`src/rtl/dac_spi_pkg.sv`:
```
// Shared types and sizing helpers for the queued DAC SPI master.
package dac_spi_pkg;

  typedef enum logic [1:0] {IDLE, SHIFT, GAP} state_t;

  // One counter width covers the divider, bit index and gap timer.
  function automatic int cnt_width(input int clk_div, input int sync_gap, input int frame_width);
    int m;
    m = clk_div;
    if (sync_gap > m) m = sync_gap;
    if (frame_width > m) m = frame_width;
    return (m < 2) ? 1 : $clog2(m);
  endfunction

endpackage

```
`src/rtl/dac_spi_master_q_fifo.sv`:
```
// Command FIFO; pointers carry one extra wrap bit so full and empty are distinguishable.
module dac_spi_fifo #(
  parameter int WIDTH = 24,
  parameter int DEPTH = 4,
  localparam int AW   = $clog2(DEPTH)
) (
  input  logic             clk_i,
  input  logic             arst_ni,
  input  logic             push,
  input  logic             pop,
  input  logic [WIDTH-1:0] wdata,
  output logic [WIDTH-1:0] rdata,
  output logic             full,
  output logic             empty,
  output logic [AW:0]      level
);

  logic [WIDTH-1:0] mem [DEPTH];
  logic [AW:0]      wr_ptr_reg;
  logic [AW:0]      rd_ptr_reg;

  always_ff @(posedge clk_i or negedge arst_ni) begin
    if (!arst_ni) begin
      wr_ptr_reg <= '0;
      rd_ptr_reg <= '0;
    end else begin
      if (push) wr_ptr_reg <= wr_ptr_reg + 1'b1;
      if (pop)  rd_ptr_reg <= rd_ptr_reg + 1'b1;
    end
  end

  always_ff @(posedge clk_i) begin
    if (push) mem[wr_ptr_reg[AW-1:0]] <= wdata;
  end

  assign rdata = mem[rd_ptr_reg[AW-1:0]];
  assign level = wr_ptr_reg - rd_ptr_reg;
  assign empty = (wr_ptr_reg == rd_ptr_reg);
  assign full  = (wr_ptr_reg[AW] != rd_ptr_reg[AW]) &&
                 (wr_ptr_reg[AW-1:0] == rd_ptr_reg[AW-1:0]);

endmodule

```
`src/rtl/dac_spi_master_q.sv`:
```
// Queued write-only SPI master: frames are popped from a FIFO and streamed to the DAC
// with a fixed SYNC gap between them.
module dac_spi_master_q
  import dac_spi_pkg::*;
#(
  parameter int FRAME_WIDTH = 24,
  parameter int CLK_DIV     = 2,
  parameter int SYNC_GAP    = 5,
  parameter int FIFO_DEPTH  = 4,
  parameter int SCLK_IDLE   = 1,
  parameter int MSB_FIRST   = 1
) (
  input  logic                           clk_i,
  input  logic                           arst_ni,
  input  logic [FRAME_WIDTH-1:0]         data_i,
  input  logic                           valid_i,
  output logic                           ready_o,
  output logic                           mosi_o,
  output logic                           sclk_o,
  output logic                           sync_no,
  output logic                           busy_o,
  output logic                           done_o,
  output logic [$clog2(FIFO_DEPTH+1)-1:0] level_o
);

  localparam int   CW       = cnt_width(CLK_DIV, SYNC_GAP, FRAME_WIDTH);
  localparam logic IDLE_LVL = 1'(SCLK_IDLE);

  if (CLK_DIV < 1 || SYNC_GAP < 1 || FRAME_WIDTH < 2 || FIFO_DEPTH < 2 ||
      (FIFO_DEPTH & (FIFO_DEPTH - 1)) != 0) begin : g_param_check
    $fatal(1, "dac_spi_master_q: illegal parameter combination");
  end

  logic                   fifo_push, fifo_pop, fifo_full, fifo_empty;
  logic [FRAME_WIDTH-1:0] fifo_rdata;

  assign ready_o   = !fifo_full;
  assign fifo_push = valid_i && !fifo_full;

  dac_spi_fifo #(.WIDTH(FRAME_WIDTH), .DEPTH(FIFO_DEPTH)) u_fifo (
    .clk_i   (clk_i),
    .arst_ni (arst_ni),
    .push    (fifo_push),
    .pop     (fifo_pop),
    .wdata   (data_i),
    .rdata   (fifo_rdata),
    .full    (fifo_full),
    .empty   (fifo_empty),
    .level   (level_o)
  );

  function automatic logic head(input logic [FRAME_WIDTH-1:0] w);
    return (MSB_FIRST != 0) ? w[FRAME_WIDTH-1] : w[0];
  endfunction

  function automatic logic [FRAME_WIDTH-1:0] advance(input logic [FRAME_WIDTH-1:0] w);
    return (MSB_FIRST != 0) ? {w[FRAME_WIDTH-2:0], 1'b0} : {1'b0, w[FRAME_WIDTH-1:1]};
  endfunction

  state_t                 state_reg, state_next;
  logic [CW-1:0]          cnt_reg, cnt_next;
  logic [CW-1:0]          bit_reg, bit_next;
  logic                   phase_reg, phase_next;
  logic [FRAME_WIDTH-1:0] shreg_reg, shreg_next;
  logic                   sclk_reg, sclk_next;
  logic                   sync_reg, sync_next;
  logic                   mosi_reg, mosi_next;
  logic                   busy_reg, busy_next;
  logic                   done_reg, done_next;

  always_ff @(posedge clk_i or negedge arst_ni) begin
    if (!arst_ni) begin
      state_reg <= IDLE;
      cnt_reg   <= '0;
      bit_reg   <= '0;
      phase_reg <= 1'b0;
      shreg_reg <= '0;
      sclk_reg  <= IDLE_LVL;
      sync_reg  <= 1'b1;
      mosi_reg  <= 1'b0;
      busy_reg  <= 1'b0;
      done_reg  <= 1'b0;
    end else begin
      state_reg <= state_next;
      cnt_reg   <= cnt_next;
      bit_reg   <= bit_next;
      phase_reg <= phase_next;
      shreg_reg <= shreg_next;
      sclk_reg  <= sclk_next;
      sync_reg  <= sync_next;
      mosi_reg  <= mosi_next;
      busy_reg  <= busy_next;
      done_reg  <= done_next;
    end
  end

  // phase_reg: 0 = first half-bit (SCLK idle), 1 = second half-bit (SCLK leading level)
  always_comb begin
    state_next = state_reg;
    cnt_next   = cnt_reg;
    bit_next   = bit_reg;
    phase_next = phase_reg;
    shreg_next = shreg_reg;
    sclk_next  = sclk_reg;
    sync_next  = sync_reg;
    mosi_next  = mosi_reg;
    busy_next  = busy_reg;
    done_next  = 1'b0;
    fifo_pop   = 1'b0;
    case (state_reg)
      IDLE: begin
        if (!fifo_empty) begin
          fifo_pop   = 1'b1;
          shreg_next = fifo_rdata;
          mosi_next  = head(fifo_rdata);
          sync_next  = 1'b0;
          busy_next  = 1'b1;
          sclk_next  = IDLE_LVL;
          cnt_next   = '0;
          bit_next   = '0;
          phase_next = 1'b0;
          state_next = SHIFT;
        end
      end
      SHIFT: begin
        if (cnt_reg == CW'(CLK_DIV - 1)) begin
          cnt_next = '0;
          if (!phase_reg) begin
            phase_next = 1'b1;
            sclk_next  = ~IDLE_LVL;
          end else begin
            phase_next = 1'b0;
            sclk_next  = IDLE_LVL;
            if (bit_reg == CW'(FRAME_WIDTH - 1)) begin
              sync_next  = 1'b1;
              done_next  = 1'b1;
              state_next = GAP;
            end else begin
              bit_next   = bit_reg + 1'b1;
              shreg_next = advance(shreg_reg);
              mosi_next  = head(advance(shreg_reg));
            end
          end
        end else begin
          cnt_next = cnt_reg + 1'b1;
        end
      end
      GAP: begin
        if (cnt_reg == CW'(SYNC_GAP - 1)) begin
          cnt_next   = '0;
          busy_next  = !fifo_empty;
          state_next = IDLE;
        end else begin
          cnt_next = cnt_reg + 1'b1;
        end
      end
      default: state_next = IDLE;
    endcase
  end

  assign sclk_o  = sclk_reg;
  assign sync_no = sync_reg;
  assign mosi_o  = mosi_reg;
  assign busy_o  = busy_reg;
  assign done_o  = done_reg;

endmodule

```
`config.mk`:
```
export PLATFORM = sky130hd
export DESIGN_NAME = dac_spi_master_q
export DESIGN_NICKNAME = d
export VERILOG_FILES = /design/src/rtl/dac_spi_pkg.sv /design/src/rtl/dac_spi_master_q_fifo.sv /design/src/rtl/dac_spi_master_q.sv
export SDC_FILE = /design/constraint.sdc
export NUM_CORES = 1
export LEC_CHECK = 0
export BUFFER_PORTS_ARGS = -buffer_cell sky130_fd_sc_hd__buf_4
export CELL_PAD_IN_SITES_DETAIL_PLACEMENT = 1
export CELL_PAD_IN_SITES_GLOBAL_PLACEMENT = 1
export CORE_MARGIN = 4
export CORE_UTILIZATION = 37
export CTS_BUF_LIST = sky130_fd_sc_hd__clkbuf_2
export DETAILED_ROUTE_END_ITERATION = 7
export PLACE_DENSITY_LB_ADDON = 0.05
export SLEW_MARGIN = 5
export SYNTH_ARGS = -nofsm -noshare
export SYNTH_HDL_FRONTEND = slang
export SYNTH_HIERARCHICAL = 1
export SYNTH_SLANG_ARGS = --single-unit
```
`constraint.sdc`:
```
create_clock -name clk_i -period 3.2 [get_ports clk_i]
set_input_delay 0.32 -clock clk_i [delete_from_list [all_inputs] [get_ports clk_i]]
set_output_delay 0.32 -clock clk_i [all_outputs]
set_load 0.02 [all_outputs]
```
# Word-level counts from Yosys, hierarchy flattened
# Memories as Yosys holds them, arrays and structs flattened.
# Cells that the tools add are included.
dict set report totals {
  inputBits 27
  memories 1
  reg_bits 47
  ramBits 96
  out_inout_bits 9
  wordCells 92
}
# memory depth width read_ports rd_clocked_by_memory_dff write_ports line_no
set memory_table {}
lappend memory_table {u_fifo.mem 4 24 1 0 1 dac_spi_master_q_fifo.sv:18} ;# logic [WIDTH-1:0] mem [DEPTH];
dict set report op_classes {
  mux 46
  n_reduce_logical 14
  n_addsub 5
  n_eq_ne 14
}
# cell count
set op_table {}
lappend op_table {{$mux W23} 4}
lappend op_table {{$pmux W23 S2} 1}
lappend op_table {{$mux W5} 6}
lappend op_table {{$mux W1} 22}
lappend op_table {{$pmux W5 S3} 1}
lappend op_table {{$reduce_and A5 Y1} 3}
lappend op_table {{$ne A2 B2 Y1 const B} 6}
lappend op_table {{$add A5 B1 Y5 const B} 2}
lappend op_table {{$mux W2} 5}
lappend op_table {{$pmux W1 S2} 5}
lappend op_table {{$pmux W5 S2} 1}
lappend op_table {{$add A3 B1 Y3 const B} 2}
lappend op_table {{$pmux W2 S3} 1}
lappend op_table {{$reduce_and A3 Y1} 2}
lappend op_table {{$eq A5 B1 Y1 const B} 1}
lappend op_table {{$eq A5 B3 Y1 const B} 1}
lappend op_table {{$eq A5 B5 Y1 const B} 1}
lappend op_table {{$reduce_bool A2 Y1} 2}
lappend op_table {{$eq A3 B3 Y1} 1}
lappend op_table {{$reduce_bool A3 Y1} 1}
lappend op_table {{$sub A3 B3 Y3} 1}
lappend op_table {{$eq A2 B1 Y1 const B} 1}
lappend op_table {{$eq A2 B2 Y1} 1}
lappend op_table {{$eq A2 B2 Y1 const B} 1}
lappend op_table {{other kinds (5)} 7}

# Longest topological paths before layout
dict set report logic_depth {
  depth_word 6
  depth_mapped 13
  depth_no_buf 8
}

# Cells and area by module
# The synthesis kept the hierarchy.
# module area_per_inst_um2 instances cells_each
set modules_own_cells {}
lappend modules_own_cells {dac_spi_fifo 3897.5 1 163}
lappend modules_own_cells {dac_spi_master_q 2219.6 1 190}

# Worst setup path after synthesis
# No wires, ideal clock.
dict set report synth_timing {
  kind {reg-to-reg}
  from {register u_fifo.rd_ptr_reg[1]}
  to {register shreg_reg[17]}
  path_slack_ns 0.650
  period_less_slack_ns 2.550
  stages_incl_launch_ff 14
  setup_ns 0.127
  t_arrival_ns 2.422
  path_cell_list {dfrtp_1 > buf_2 > buf_2 > inv_1 > ha_1 > nand2_1 > nor2_1 > buf_2 > nand2_1 > o21ai_0 > and2b_1 > buf_6 > buf_6 > mux2_1}
}
dict set report synth_between {
  elab_chain_cells 3
}
# element line_no
set synth_lines {}
lappend synth_lines {{start: declaration} dac_spi_master_q_fifo.sv:20} ;# logic [AW:0] rd_ptr_reg;
lappend synth_lines {{start signal: assignment} dac_spi_master_q_fifo.sv:28} ;# if (pop) rd_ptr_reg <= rd_ptr_reg + 1'b1;
lappend synth_lines {{$eq A3 B3 Y1} dac_spi_master_q_fifo.sv:38} ;# assign empty = (wr_ptr_reg == rd_ptr_reg);
lappend synth_lines {{net fifo_empty} dac_spi_master_q.sv:34} ;# logic fifo_push, fifo_pop, fifo_full, fifo_empty;
lappend synth_lines {{$ne A2 B2 Y1 (no line)} --}
lappend synth_lines {{$reduce_and A5 Y1 (no line)} --}
lappend synth_lines {{end signal: assignment} dac_spi_master_q.sv:88} ;# shreg_reg <= shreg_next;
lappend synth_lines {{end: declaration} dac_spi_master_q.sv:64} ;# logic [FRAME_WIDTH-1:0] shreg_reg, shreg_next;
# The timed path passes the listed nets, and every way through them passes these cells. The select of a mux whose other input is x is not followed.
# A chain may end at the register's enable or synchronous reset.

# Worst setup path in the final report
dict set report layout_timing {
  from {register u_fifo.wr_ptr_reg[0]}
  to {register shreg_reg[6]}
}
dict set report layout_between {
  elab_chain_cells 3
}
# element line_no
set layout_lines {}
lappend layout_lines {{start: declaration} dac_spi_master_q_fifo.sv:19} ;# logic [AW:0] wr_ptr_reg;
lappend layout_lines {{start signal: assignment} dac_spi_master_q_fifo.sv:27} ;# if (push) wr_ptr_reg <= wr_ptr_reg + 1'b1;
lappend layout_lines {{$eq A3 B3 Y1} dac_spi_master_q_fifo.sv:38}
lappend layout_lines {{net fifo_empty} dac_spi_master_q.sv:34}
lappend layout_lines {{$ne A2 B2 Y1 (no line)} --}
lappend layout_lines {{$reduce_and A5 Y1 (no line)} --}
# The timed path passes the listed nets, and every way through them passes these cells.

==> run_results.csv <==
group,metric,value,unit
detailed_routing,via_per_inst,4.94,
synthesis,yosysTopAreaCell,"edfxtp_1",
detailed_routing,wl_per_cell,18.1,um
synthesis,synth-edff-count,96,
sta,timing.final.max_slew_violations,0,
synthesis,synthFlopType,"edfxtp_1",
clocking,cts-htree-levels,4,
synthesis,synth.area.top_cells,"edfxtp_1 47%, dfrtp_1 18%, mux4_2 7.0%, mux2_2 5.7%, ha_1 2.9%",
critical_path,critical_path.max_stage_delay,0.46,ns
clocking,cts_sinks,143,
sta,slew_headroom,52.7,%
cells_and_area,diodes,0,
synthesis,yosysTopAreaCellShare,47.1,%
global_route,grt_start_max_net_pins,48,
clocking,cts_tree,"done",
sta,period_needed,2.59,ns
place,gp_congestion,0.731,
critical_path,worstSetupPathType,"flip-flop to flip-flop",
clocking,cts_buffers,17,
synthesis,mappedNetlistNets,395,
sta,setup_tns,0,ns
clocking,root_buffer,"clkbuf_2",
floorplanning,dieArea,0.0187,mm^2
synthesis,ys_warn_count,6,
cells_and_area,final_net_count,470,
detailed_routing,first_iter_violations,158,
synthesis,synth_area,0.00612,mm^2
synthesis,seq_area_frac_synth,66.4,%
cells_and_area,multi_input_area,0.00186,mm^2
pwr,p_per_area,905,mW/mm^2
critical_path,cpMostUsedCell,"buf_4",
detailed_routing,vias,3246,
critical_path,slowest_stage,"dfrtp_1",
global_route,grt_pass1_vias,3640,
global_route,gr-total-overflow,0,
critical_path,arrival,3.16,ns
floorplanning,rows,46,
clocking,clockBufferDepth,2,
sta,rsz0062_at_grt,"false",
global_route,antenna_found_initial,0,
sta,worst_pin_slew,0.702,ns
place,hpwl,7120,um
cells_and_area,largest_reg_flops,96,
synthesis,syn_avg_cell_area,17.3,um^2
critical_path,worstPathCellList,"inv_1, ha_1, nand2_1, nor2_1, buf_4, nand2_1, buf_4, o21ai_0, and2b_1, buf_4, mux2_2",
cells_and_area,area_growth,16.6,%
synthesis,ys_types,51,
sta,setup_viol,0,
detailed_routing,drc,0,
floorplanning,initial_core_util,38.1,%
cells_and_area,nFillCells,1571,
outcome,outcome,"finished clean",
detailed_routing,route.final.wire_length,11900,um
sta,clock_skew,0.0353,ns
sta,final_hold_viol_count,0,
critical_path,cp_top_family,"buffers and inverters",
sta,fmax,0.385,GHz
synthesis,ys_async_sr_fraction,32.9,%
floorplanning,die-width,137,um
detailed_routing,antenna_left,0,
synthesis,synth.most_common_cell,"edfxtp_1",
clocking,clk_latency,0.68,ns
global_route,grt_usage,14.3,%
synthesis,synth_common_cells,"96 x edfxtp_1, 45 x dfrtp_1, 31 x mux2_2, 19 x mux4_2, 17 x inv_1",
synthesis,synth-seq-cells,143,
cells_and_area,seqCellArea,0.00406,mm^2
floorplanning,pin_count,36,
pwr,p_leak,2.67,nW
critical_path,critPathCaptureType,"flip-flop",
synthesis,synthesis.instances,353,
clocking,clkTransAtPathRegs,0.19,ns
critical_path,worstSetupStartpointType,"flip-flop",
pwr,irDropWorstVdd,0.323,mV
place,port-buffer-count,35,
global_route,grt_pass1_wl,20000,um
detailed_routing,first_pass_iters,4,
cells_and_area,drive_gt1_share,30.2,%
critical_path,critPathMaxFanout,28,
floorplanning,core_area,0.0161,mm^2
sta,holdWs,0.141,ns
min_path,hold_class,"primary input to flip-flop",
flow_run,maxCapViolCount,0,
sta,finalCritPeriodShare,81.1,%
critical_path,required,3.76,ns
clocking,cts_resized,0,
critical_path,critical_path_buf_inv_count,4,
floorplanning,die_h,137,um
[placed cells by master, fill, tap and decap left out, types with 5 or more instances in the layout]
master	n
ha_1	14
nand3_1	6
o21ai_0	13
mux2_1	15
nor2b_1	5
buf_4	46
mux4_2	19
clkbuf_2	18
nand2_1	13
a31oi_1	6
edfxtp_1	96
mux2_2	31
nor2_1	7
dlygate4sd3_1	25
dfrtp_1	45
inv_1	17
mux4_1	5
[worst reg2reg max path, stage by stage (launching register included)]
cell	delay [ns]
dfrtp_1	0.46
inv_1	0.10
ha_1	0.32
nand2_1	0.09
nor2_1	0.05
buf_4	0.17
nand2_1	0.07
buf_4	0.16
o21ai_0	0.14
and2b_1	0.23
buf_4	0.35
mux2_2	0.39
[cells by family (layout without fill, tap and decap cells)]
group,Yosys count,count (layout),synth area share (%)
fa+ha+maj,15,15,3.19
xor+xnor,6,6,0.859
compound gates,38,38,4.17
mux,71,71,17.8
simple gates,48,48,4.46
flops,143,143,66.4
buf+inv,32,120,3.15
[repair_timing]
action | CTS | global route
buffers inserted | 0 | 0
hold buffers | 25 | 0
hold endpoints to repair | 143 | 0
[worst paths after layout]
path / cells after the start / endpoint / slack, ns / startpoint
max: 11 / shreg_reg[6] / 0.61 / u_fifo/wr_ptr_reg[0]
min reg2reg: 1 / u_fifo/wr_ptr_reg[2] / 0.50 / u_fifo/wr_ptr_reg[2]
min: 4 / u_fifo/wr_ptr_reg[1] / 0.14 / valid_i
min in group asynchronous: 2 / state_reg[1] / 0.17 / arst_ni
max reg2reg: 11 / shreg_reg[6] / 0.61 / u_fifo/wr_ptr_reg[0]
max in group asynchronous: 2 / shreg_reg[16] / 2.57 / arst_ni
[cell type report]
| class | count | share of cell area [%] |
|---|---|---|
| Sequential cell | 143 | 56.9 |
| Multi-Input combinational cell | 178 | 26.1 |
| Timing Repair Buffer | 71 | 8.35 |
| Tap cell | 216 | 3.79 |
| Clock inverter | 14 | 2.68 |
| Clock buffer | 18 | 1.26 |
| Inverter | 17 | 0.894 |
[layer usage]
layer	track usage (%)	routed length, um	vias to the layer above
li1	-	-	1511
met5	0	0	-
met1	17.9	5370	1684
met4	4.76	204	0
met3	3.86	334	10
met2	24.1	5980	41
[metrics by stage]
| step | total power (W) | util [%] | cell area [um^2] | setup slack, ns | std cells |
|---|---|---|---|---|---|
| detailed placement | 0.00540 | 41.1 | 6600 | 0.597 | 600 |
| global route | 0.00697 | 44.4 | 7140 | 0.368 | 657 |
| floorplan | 0.00472 | - | 6120 | 0.650 | 353 |
| CTS | 0.00663 | 44.4 | 7140 | 0.557 | 657 |
| global placement | 0.00534 | 41.1 | 6600 | 0.684 | 600 |
| finish | 0.00646 | 44.4 | 7140 | 0.606 | 657 |
[where the power goes]
| part | switching, W | leakage [nW] | internal (W) |
|---|---|---|---|
| clock network | 0.000658 | 0.160 | 0.000517 |
| logic | 0.00132 | 1.05 | 0.00124 |
| registers | 0.000196 | 1.46 | 0.00253 |
Note: power is estimated with default switching activity, not from simulation.
